### config.mk
export PLATFORM = sky130hd
export DESIGN_NAME = input_wr_dispatch
export DESIGN_NICKNAME = d
export VERILOG_FILES = /design/src/rtl/input_wr_dispatch.sv
export SDC_FILE = /design/constraint.sdc
export NUM_CORES = 1
export LEC_CHECK = 0
export CAP_MARGIN = 20
export CORE_MARGIN = 4
export CORE_UTILIZATION = 45
export CTS_CLUSTER_SIZE = 24
export DETAILED_ROUTE_END_ITERATION = 12
export GPL_TIMING_DRIVEN = 0
export PLACE_DENSITY = 0.76
export SETUP_SLACK_MARGIN = 0.15
export SKIP_CTS_REPAIR_TIMING = 1
export SYNTH_ARGS = -nofsm -noshare
export SYNTH_HDL_FRONTEND = slang
export SYNTH_SLANG_ARGS = --single-unit
### constraint.sdc
create_clock -name CLK -period 4.2 [get_ports CLK]
set_input_delay 0.63 -clock CLK [delete_from_list [all_inputs] [get_ports CLK]]
set_output_delay 0.63 -clock CLK [all_outputs]
set_load 0.01 [all_outputs]
### src/rtl/input_wr_dispatch.sv
// Host-to-input-FIFO write dispatcher: spreads incoming words over the enabled
// FIFO rows in bursts of burst_len words, one row at a time, and flags frame end.
module input_wr_dispatch #(
  parameter int unsigned DATA_IN_WIDTH  = 36,
  parameter int unsigned DATA_IN_ADDR   = 16,
  parameter int unsigned REG_ADDR       = 8,
  parameter int unsigned REG_DATA_WIDTH = 32
) (
  input  logic                      CLK,
  input  logic                      rst_n,
  input  logic                      in_valid,
  input  logic [DATA_IN_WIDTH-1:0]  in_data,
  output logic                      in_ready,
  input  logic                      reg_en,
  input  logic [REG_ADDR-1:0]       a_reg,
  input  logic [REG_DATA_WIDTH-1:0] d_reg,
  input  logic                      col_en,
  input  logic                      fifo_full,
  output logic [DATA_IN_ADDR-1:0]   WR_EN,
  output logic [DATA_IN_WIDTH-1:0]  din,
  output logic                      frame_done,
  output logic                      busy
);

  localparam int unsigned ROWS  = DATA_IN_ADDR;
  localparam int unsigned PTR_W = (ROWS > 1) ? $clog2(ROWS) : 1;
  localparam int unsigned CNT_W = 4;
  localparam logic [REG_ADDR-1:0] ADDR_MASK  = REG_ADDR'(1);
  localparam logic [REG_ADDR-1:0] ADDR_BURST = REG_ADDR'(2);

  function automatic logic [ROWS-1:0] even_rows();
    logic [ROWS-1:0] m;
    m = '0;
    for (int i = 0; i < int'(ROWS); i += 2) m[i] = 1'b1;
    return m;
  endfunction

  localparam logic [ROWS-1:0] COL_MASK = even_rows();

  typedef enum logic {IDLE, RUN} state_e;

  state_e                   state_q, state_d;
  logic [ROWS-1:0]          pend_mask_q, pend_mask_d;
  logic [CNT_W-1:0]         pend_burst_q, pend_burst_d;
  logic [ROWS-1:0]          act_mask_q, act_mask_d;
  logic [CNT_W-1:0]         burst_q, burst_d;
  logic                     col_q, col_d;
  logic [PTR_W-1:0]         row_ptr_q, row_ptr_d;
  logic [CNT_W-1:0]         word_cnt_q, word_cnt_d;
  logic [ROWS-1:0]          wr_en_q, wr_en_d;
  logic [DATA_IN_WIDTH-1:0] din_q, din_d;
  logic                     frame_done_q, frame_done_d;

  logic [ROWS-1:0]  idle_eff, run_eff;
  logic [PTR_W-1:0] idle_low, nxt_row;
  logic             nxt_found;
  logic             xfer;
  logic             unused_d_reg;

  assign unused_d_reg = ^d_reg;

  assign in_ready   = (state_q == RUN) && !fifo_full;
  assign xfer       = in_valid && in_ready;
  assign busy       = (state_q == RUN);
  assign WR_EN      = wr_en_q;
  assign din        = din_q;
  assign frame_done = frame_done_q;

  // Pending config; zero writes are ignored so a mask/burst can never be empty.
  always_comb begin
    pend_mask_d  = pend_mask_q;
    pend_burst_d = pend_burst_q;
    if (reg_en && (a_reg == ADDR_MASK) && (d_reg[ROWS-1:0] != '0))
      pend_mask_d = d_reg[ROWS-1:0];
    if (reg_en && (a_reg == ADDR_BURST) && (d_reg[CNT_W-1:0] != '0))
      pend_burst_d = d_reg[CNT_W-1:0];
  end

  // IDLE looks through to this cycle's config write so it lands in the same latch.
  assign idle_eff = col_en ? (pend_mask_d & COL_MASK) : pend_mask_d;
  assign run_eff  = col_q  ? (act_mask_q & COL_MASK)  : act_mask_q;

  // Downward scan: last hit is the lowest qualifying row.
  always_comb begin
    idle_low  = '0;
    nxt_row   = '0;
    nxt_found = 1'b0;
    for (int i = int'(ROWS) - 1; i >= 0; i--) begin
      if (idle_eff[i]) idle_low = PTR_W'(i);
      if (run_eff[i] && (PTR_W'(i) > row_ptr_q)) begin
        nxt_found = 1'b1;
        nxt_row   = PTR_W'(i);
      end
    end
  end

  always_comb begin
    state_d      = state_q;
    act_mask_d   = act_mask_q;
    burst_d      = burst_q;
    col_d        = col_q;
    row_ptr_d    = row_ptr_q;
    word_cnt_d   = word_cnt_q;
    wr_en_d      = '0;
    din_d        = din_q;
    frame_done_d = 1'b0;
    case (state_q)
      IDLE: begin
        act_mask_d = pend_mask_d;
        burst_d    = pend_burst_d;
        col_d      = col_en;
        row_ptr_d  = idle_low;
        word_cnt_d = '0;
        if (idle_eff != '0) state_d = RUN;
      end
      RUN: begin
        if (xfer) begin
          wr_en_d = ROWS'(1) << row_ptr_q;
          din_d   = in_data;
          if (word_cnt_q == burst_q - CNT_W'(1)) begin
            word_cnt_d = '0;
            if (nxt_found) begin
              row_ptr_d = nxt_row;
            end else begin
              frame_done_d = 1'b1;
              state_d      = IDLE;
            end
          end else begin
            word_cnt_d = word_cnt_q + CNT_W'(1);
          end
        end
      end
    endcase
  end

  always_ff @(posedge CLK or negedge rst_n) begin
    if (!rst_n) begin
      state_q      <= IDLE;
      pend_mask_q  <= '1;
      pend_burst_q <= CNT_W'(4);
      act_mask_q   <= '1;
      burst_q      <= CNT_W'(4);
      col_q        <= 1'b0;
      row_ptr_q    <= '0;
      word_cnt_q   <= '0;
      wr_en_q      <= '0;
      din_q        <= '0;
      frame_done_q <= 1'b0;
    end else begin
      state_q      <= state_d;
      pend_mask_q  <= pend_mask_d;
      pend_burst_q <= pend_burst_d;
      act_mask_q   <= act_mask_d;
      burst_q      <= burst_d;
      col_q        <= col_d;
      row_ptr_q    <= row_ptr_d;
      word_cnt_q   <= word_cnt_d;
      wr_en_q      <= wr_en_d;
      din_q        <= din_d;
      frame_done_q <= frame_done_d;
    end
  end

endmodule
# --- After elaboration in Yosys (flattened, before gate mapping) ---
# Index checks and enable logic that the tools add are counted.
word_totals:
  out_inout_bits: 55
  input_bits: 82
  word_cells: 135
  register_bits: 103
op_classes:
  n_addsub: 2
  muxes: 70
  bitwise_logic: 1
  n_shift: 1
  n_lt_le_gt_ge: 16
  n_reduce_logical: 28
  eq_ne: 6
op_table:
  columns: ["operator", "n"]
  rows:
  - ["4-bit 2-to-1 mux", 38]
  - ["16-bit 2-to-1 mux", 5]
  - ["4-bit > comparator, first input constant", 8]
  - ["16-bit nonzero test", 2]
  - ["1-bit 2-to-1 mux", 24]
  - ["1-bit logical AND", 22]
  - ["3-bit by 4-bit > comparator with 1-bit output, first input constant", 4]
  - ["4-bit one-hot mux with 2 select lines", 2]
  - ["1-bit by 4-bit left shift with 16-bit output, first input constant", 1]
  - ["8-bit by 1-bit equality test with 1-bit output, second input constant", 1]
  - ["8-bit by 2-bit equality test with 1-bit output, second input constant", 1]
  - ["1-bit by 4-bit > comparator with 1-bit output, first input constant", 2]
  - ["2-bit by 4-bit > comparator with 1-bit output, first input constant", 2]
  - ["2-bit by 1-bit != test with 1-bit output, second input constant", 3]
  - ["4-bit by 1-bit adder with 4-bit output, second input constant", 1]
  - ["4-bit equality test", 1]
  - ["4-bit nonzero test", 1]
  - ["4-bit by 1-bit subtractor with 4-bit output, second input constant", 1]
  - ["3-bit AND reduction", 1]
  - ["1-bit one-hot mux with 2 select lines", 1]
  - ["2-bit AND reduction", 1]
  - ["1-bit zero test", 1]
  - ["1-bit inverter", 1]

# --- Longest topological paths before layout ---
# Gate-level depths: netlist of run 1.
depth:
  ltp_word: 22
  ltp_mapped: 10
  depth_no_buf: 10

# --- Worst setup path before layout of run 1 ---
# No wires, ideal clock.
synth_path:
  kind: "input to register"
  start: "input d_reg[5]"
  end: "register row_ptr_q[1]"
  required_ps: 4118
  slack_ps: 1268
  arrival_time_ps: 2850
  setup_ps: 82
  path_buffers: 2
  stages: 10
  cell_sequence: "or4_1 nor3_2 a2111o_1 buf_6 buf_6 mux2i_4 o221ai_1 a211o_1 a211o_1 a31oi_1"
synth_via:
  elab_chain_cells: 21
synth_rtl:
  columns: ["item", "line", "text"]
  rows:
  - ["start: declaration", "16", "input logic [REG_DATA_WIDTH-1:0] d_reg,"]
  - ["16-bit nonzero test", "73", "if (reg_en && (a_reg == ADDR_MASK) && (d_reg[ROWS-1:0] != '0))"]
  - ["1-bit logical AND", "73", null]
  - ["16-bit 2-to-1 mux (*)", "73", null]
  - ["16-bit 2-to-1 mux (*)", "80", "assign idle_eff = col_en ? (pend_mask_d & COL_MASK) : pend_mask_d;"]
  - ["4-bit 2-to-1 mux (15 in series)", "89", "if (idle_eff[i]) idle_low = PTR_W'(i);"]
  - ["4-bit 2-to-1 mux (*)", "89", null]
  - ["4-bit one-hot mux with 2 select lines (*)", "107", "case (state_q)"]
  - ["end signal: assignment", "156", "row_ptr_q <= row_ptr_d;"]
  - ["end: declaration", "48", "logic [PTR_W-1:0] row_ptr_q, row_ptr_d;"]
# Every way passes the cells marked *; elsewhere a longest branch is shown, timed or not.
# A chain may end at the register's enable or synchronous reset.

# --- Worst setup path after layout of run 1 ---
layout_path:
  start: "input d_reg[3]"
  end: "register row_ptr_q[1]"
# Same word-level chain as after synthesis.

==> flow_summary_export.csv, run 1 <==
group,metric,value,unit
timing,rsz0062_at_grt,"no",
timing,period_needed,3.47,ns
global_routing,grt_pass1_vias,4134,
global_routing,grt_max_degree,65,
min_path,hold_path_class,"in -> async",
logic_synthesis,synth_area_leaders,"dfrtp_1 36%, dfstp_2 18%, nand2_1 10%, mux2_2 7.5%, nor2_1 2.8%",
clock_network,clk_latency,0.38,ns
power,p_leak,2.87,nW
logic_synthesis,synth-edff-count,0,
clock_network,cts_tree,"yes",
clock_network,cts_sinks,102,
timing,report.final.slew_viol_count,0,
timing,fmax,0.289,GHz
floorplan,rows,37,
logic_synthesis,ys.flop_type,"dfrtp_1",
setup_path,critPathKind,"in -> reg",
clock_network,cts_max_level,3,
logic_synthesis,ys_seq_elements,102,
logic_synthesis,synthArstFlopShare,1.00,
setup_path,critPathSlowestCell,"nor4_1",
setup_path,startpoint_type,"input pin",
timing,setup_ws,0.735,ns
logic_synthesis,ys_seq_area_frac,0.541,
drt,avgRoutedWirePerCell,15.8,um
logic_synthesis,synth_most_common_cell,"nand2_1",
clock_network,clkTransAtPathRegs,0.09,ns
logic_synthesis,synth_fp_nets,574,
timing,relSlewSlack,0.320,
timing,setup_tns,0,ns
floorplan,coreArea,10400,um^2
cells_and_area,diodes,0,
setup_path,cpLargestDelayFamily,"compound AO/OA/AOI/OAI gates",
timing,skew,0.0148,ns
timing,finalHoldViolations,0,
drt,viasPerCell,5.25,
placement,gp_congestion,0.899,
setup_path,path_cells,"clkdlybuf4s50_1 -> nor4_1 -> and4b_1 -> a2111o_1 -> buf_6 -> buf_6 -> mux2i_4 -> o221ai_1 -> a211o_1 -> a211o_1 -> a31oi_1",
global_routing,gr-total-overflow,0,
timing,finalCritPeriodShare,0.825,
setup_path,cp-end-kind,"flip-flop",
power,power_density,347,nW/um^2
logic_synthesis,yosysUniqueCellTypes,55,
logic_synthesis,synth_top_area_share,0.360,
logic_synthesis,synth_area_per_cell,9.78,um^2
placement,portBuffers,120,
logic_synthesis,synth_top_area_cell,"dfrtp_1",
timing,setup-violations-final,0,
setup_path,critical-path-max-stage-delay,0.54,ns
setup_path,crit_fanout,10,
floorplan,die-area,12400,um^2
floorplan,fp.dieH,111,um
setup_path,cp.required,4.50,ns
clock_network,cts_buffers,9,
logic_synthesis,syn-cell-area,4790,um^2
clock_network,clock_path_buffers,2,
outcome,status,"finished, final reports clean",
clock_network,root_buffer,"clkbuf_8",
floorplan,io_pins,137,
logic_synthesis,yosysWarnings,0,
setup_path,cp.arrival,3.77,ns
drt,drc,0,
job,max_cap_violations,0,
timing,tightest_slew,1.02,ns
drt,drt_pass1_iterations,5,
cells_and_area,final_nets,706,
drt,vias,4005,
global_routing,grtUsageTotal,0.198,
setup_path,critPathBufInv,3,
logic_synthesis,synth_common_cells,"128 x nand2_1, 69 x dfrtp_1, 36 x nor2_1",
logic_synthesis,synth_cells,490,
floorplan,die_w,111,um
placement,hpwl,9.11,mm
floorplan,initial_core_util,0.462,
drt,ant_nets,0,
drt,routed_wl,12.0,mm
global_routing,antenna_found_initial,0,
cells_and_area,area_growth,33.0,%
placement,place_ws,0.380,ns
cells_and_area,drive_gt1_frac,0.150,
global_routing,grt_pass1_wl,19.9,mm
power,ir_drop,0.246,mV
drt,drt-initial-drc-count,221,
-- per-stage QoR --
step / hold WS (ns) / std cells / utilization / power (mW) / cell area, um^2
2_1_floorplan: 0.334 / 490 / - / 1.39 / 4790
3_3_place_gp: 0.458 / 746 / 0.594 / 1.63 / 6160
3_5_place_dp: 0.462 / 747 / 0.597 / 1.65 / 6190
4_1_cts: 0.207 / 763 / 0.615 / 2.24 / 6370
5_1_grt: 0.241 / 763 / 0.615 / 2.34 / 6370
6_report: 0.221 / 763 / 0.615 / 2.21 / 6370
-- layer usage --
| layer | GRT usage | up-vias | routed length (um) |
|---|---|---|---|
| met5 | 0 | - | 0 |
| met4 | 0.0568 | 0 | 153 |
| met3 | 0.0731 | 13 | 1020 |
| met2 | 0.327 | 143 | 5850 |
| met1 | 0.243 | 1927 | 5020 |
| li1 | - | 1922 | - |
-- final timing paths --
check	slack, ns	end	start	depth (start not counted)
min in group CLK	0.48	din[20]$_DFFE_PN0P_	din[20]$_DFFE_PN0P_	2
worst min register to register	0.48	din[20]$_DFFE_PN0P_	din[20]$_DFFE_PN0P_	2
worst max-delay path	0.73	row_ptr_q[1]$_DFFE_PN0P_	d_reg[3]	11
max in group asynchronous	3.27	burst_q[2]$_DFFE_PN1N_	rst_n	2
worst max register to register	1.36	row_ptr_q[3]$_DFFE_PN0P_	row_ptr_q[1]$_DFFE_PN0P_	8
worst min-delay path	0.22	col_q$_DFFE_PN0N_	rst_n	1
-- final cells by class --
class / count / area (um^2)
flip-flops and latches: 102 / 2590
well taps: 136 / 170
inverters: 17 / 63.8
repair buffers: 121 / 1230
clock inverters: 5 / 43.8
plain buffers: 23 / 101
fillers: 886 / 4000
multi-input cells: 348 / 2030
clock buffers: 11 / 141
-- sequential cells by signal, indices dropped and copies added (netlist names) --
register and cells:
burst_q 4, WR_EN 16, word_cnt_q 4, act_mask_q 15
pend_mask_q 16, row_ptr_q 4, frame_done 1, pend_burst_q 4
din 36, busy 1, col_q 1
-- layout by cell type, fill, tap and decap left out, drive strengths merged, types with 5 or more instances in the layout --
| master | synthesis | layout |
|---|---|---|
| nand3 | 13 | 13 |
| a211oi | 5 | 5 |
| nor4 | 6 | 6 |
| nand2b | 9 | 9 |
| clkbuf | 21 | 32 |
| a21oi | 18 | 18 |
| nand2 | 128 | 128 |
| mux2i | 8 | 8 |
| mux2 | 32 | 32 |
| nor2b | 5 | 5 |
| o21ai | 22 | 22 |
| xnor2 | 6 | 6 |
| nor2 | 36 | 36 |
| dfstp | 33 | 33 |
| inv | 17 | 18 |
| clkdlybuf4s50 | 0 | 119 |
| dfrtp | 69 | 69 |
| nor3 | 12 | 12 |
-- logic make-up (layout without fill, tap and decap cells) --
family          after synthesis  in the layout  share of synthesized area
compound gates               72             72                      0.101
xor+xnor                      7              7                     0.0128
fa+ha+maj                     2              2                    0.00522
buf+inv                      40            177                     0.0345
flops                       102            102                      0.541
mux                          40             40                     0.0945
simple gates                227            227                      0.211
-- where the power goes --
group / total [mW] / internal, mW / switching [mW]
Sequential: 1.13 / 1.07 / 0.0553
Clock: 0.582 / 0.238 / 0.344
Combinational: 0.505 / 0.251 / 0.254
Total: 2.21 / 1.56 / 0.654
Power figures use the tool's default switching activity.
==> run 2, diff against run 1 <==
Clock period 4.2 ns to 3.3 ns, I/O delays scaled along.
==> run 2 against run 1 <==
- combinational power grew 29%
- non-clock buffer count rose by 5
- core utilization is 1.0 points higher
- global-route usage stayed put
- via count is 0.82% higher
- clock-buffer cell count did not move
- cell count rose by 0.66%
- critical path depth did not move
- critical path type unchanged
- critical endpoint unchanged
- largest cell class unchanged
- largest power group unchanged
==> flow_summary_export.csv, run 2 (synthesis gave the netlist of run 1 again) <==
group,metric,value,unit
drt,drc,0,
cells_and_area,final_nets,711,
floorplan,initial_core_util,0.462,
drt,vias,4038,
cells_and_area,final_area,6480,um^2
clock_network,root_buffer,"clkbuf_8",
power,p_switching,835,uW
global_routing,antenna_found_initial,0,
power,pwr-share-seq,0.508,
setup_path,path_cells,"clkdlybuf4s50_1 -> or4_4 -> nor3_4 -> a2111o_1 -> buf_6 -> buf_6 -> mux2i_2 -> o221ai_1 -> a211o_1 -> a211o_1 -> a31oi_1",
clock_network,cts_sinks,102,
job,max_cap_violations,0,
clock_network,clkTransAtPathRegs,0.10,ns
power,power.internal,1.99,mW
drt,drt-initial-drc-count,241,
min_path,hold_path_class,"in -> async",
timing,fmax,0.321,GHz
floorplan,io_pins,137,
power,clkPwrFrac,0.262,
clock_network,clock_path_buffers,2,
placement,hpwl,9.11,mm
floorplan,fp.dieH,111,um
drt,avgRoutedWirePerCell,15.8,um
drt,drt_pass1_iterations,4,
power,power_density,435,nW/um^2
cells_and_area,diodes,0,
floorplan,rows,37,
clock_network,cts_max_level,3,
timing,relSlewSlack,0.587,
global_routing,gr-total-overflow,0,
timing,period_needed,3.12,ns
floorplan,die-area,12400,um^2
global_routing,grtUsageTotal,0.198,
power,pwr-share-comb,0.230,
setup_path,critPathSlowestCell,"or4_4",
timing,report.final.slew_viol_count,0,
clock_network,cts_buffers,9,
timing,setup-violations-final,0,
cells_and_area,largest_reg_flops,36,
setup_path,critPathKind,"in -> reg",
setup_path,critical-path-max-stage-delay,0.51,ns
drt,viasPerCell,5.26,
clock_network,clk_latency,0.38,ns
floorplan,die_w,111,um
power,swShare,0.296,
setup_path,cp-end-kind,"flip-flop",
clock_network,cts_tree,"yes",
timing,skew,0.0146,ns
cells_and_area,fillCellCount,867,
cells_and_area,area_growth,35.2,%
setup_path,startpoint_type,"input pin",
power,p_leak,2.95,nW
outcome,status,"finished, final reports clean",
global_routing,grt_pass1_vias,4134,
cells_and_area,drive_gt1_frac,0.165,
placement,dpl-instance-area,6190,um^2
placement,place_ws,-0.385,ns
power,ir_drop,0.313,mV
setup_path,crit_fanout,10,
timing,finalCritPeriodShare,0.945,
cells_and_area,layout_common_cells,"128 x nand2_1, 113 x clkdlybuf4s50_1, 69 x dfrtp_1",
setup_path,cp.required,3.60,ns
floorplan,coreArea,10400,um^2
timing,finalHoldViolations,0,
setup_path,cp.arrival,3.41,ns
timing,rsz0062_at_grt,"yes",
timing,setup_ws,0.183,ns
cells_and_area,mostFrequentLayoutCell,"nand2_1",
drt,routed_wl,12.2,mm
drt,ant_nets,0,
placement,gp_congestion,0.899,
placement,portBuffers,120,
global_routing,grt_pass1_wl,19.9,mm
timing,tightest_slew,0.619,ns
global_routing,grt_max_degree,65,
==> run 2: changes by cell type in the layout (fill, tap and decap cells not counted), moves of 2 or more <==
cell,change
buf_4,+5
clkdlybuf4s50_1,-6
dlymetal6s2s_1,+6
mux2i_1,-2
==> run 2: metrics by stage <==
step / utilization / hold WS [ns] / instances / power, mW / TNS (ns)
2_1_floorplan: - / 0.199 / 490 / 1.77 / 0
3_3_place_gp: 0.594 / 0.458 / 746 / 2.07 / -161.41
3_5_place_dp: 0.597 / 0.462 / 747 / 2.10 / -1.55
4_1_cts: 0.615 / 0.0717 / 763 / 2.85 / 0
5_1_grt: 0.625 / 0.106 / 768 / 2.98 / 0
6_report: 0.625 / 0.0894 / 768 / 2.82 / 0
==> run 2: final timing paths <==
kind,depth (start not counted),start,endpoint,slack [ns]
min,1,rst_n,col_q$_DFFE_PN0N_,0.09
max in group asynchronous,2,rst_n,burst_q[2]$_DFFE_PN1N_,2.48
min in group CLK,2,din[20]$_DFFE_PN0P_,din[20]$_DFFE_PN0P_,0.48
max,11,d_reg[10],row_ptr_q[1]$_DFFE_PN0P_,0.18
max reg2reg,8,row_ptr_q[1]$_DFFE_PN0P_,row_ptr_q[3]$_DFFE_PN0P_,0.45
min reg2reg,2,din[20]$_DFFE_PN0P_,din[20]$_DFFE_PN0P_,0.48
==> run 2: cell type report <==
cell class / count / area (um^2) / area share
Sequential cell: 102 / 2590 / 0.400
Multi-Input combinational cell: 348 / 2090 / 0.322
Timing Repair Buffer: 126 / 1280 / 0.197
Tap cell: 136 / 170 / 0.0262
Clock buffer: 11 / 141 / 0.0218
Buffer: 23 / 101 / 0.0156
Inverter: 17 / 63.8 / 0.00984
Clock inverter: 5 / 43.8 / 0.00676
==> run 2: power groups by stage <==
stage	Clock, mW	Combinational, mW	Sequential [mW]
finish	0.739	0.649	1.43
global route	0.822	0.715	1.45
floorplan	0	0.293	1.47
global placement	0	0.622	1.45
CTS	0.773	0.647	1.43
detailed placement	0	0.644	1.45
==> run 2: critical path, delay by kind of cell <==
kind | cells | cell delay (ns)
buffers and inverters | 3 | 0.77
AOI/OAI and AO/OA | 5 | 1.20
muxes | 1 | 0.24
and+or+nand+nor | 2 | 0.70
==> run 2: per-layer routing <==
| layer | wire length [um] | track usage |
|---|---|---|
| met5 | 0 | 0 |
| met1 | 5000 | 0.243 |
| met4 | 139 | 0.0568 |
| met3 | 1090 | 0.0731 |
| met2 | 5920 | 0.327 |
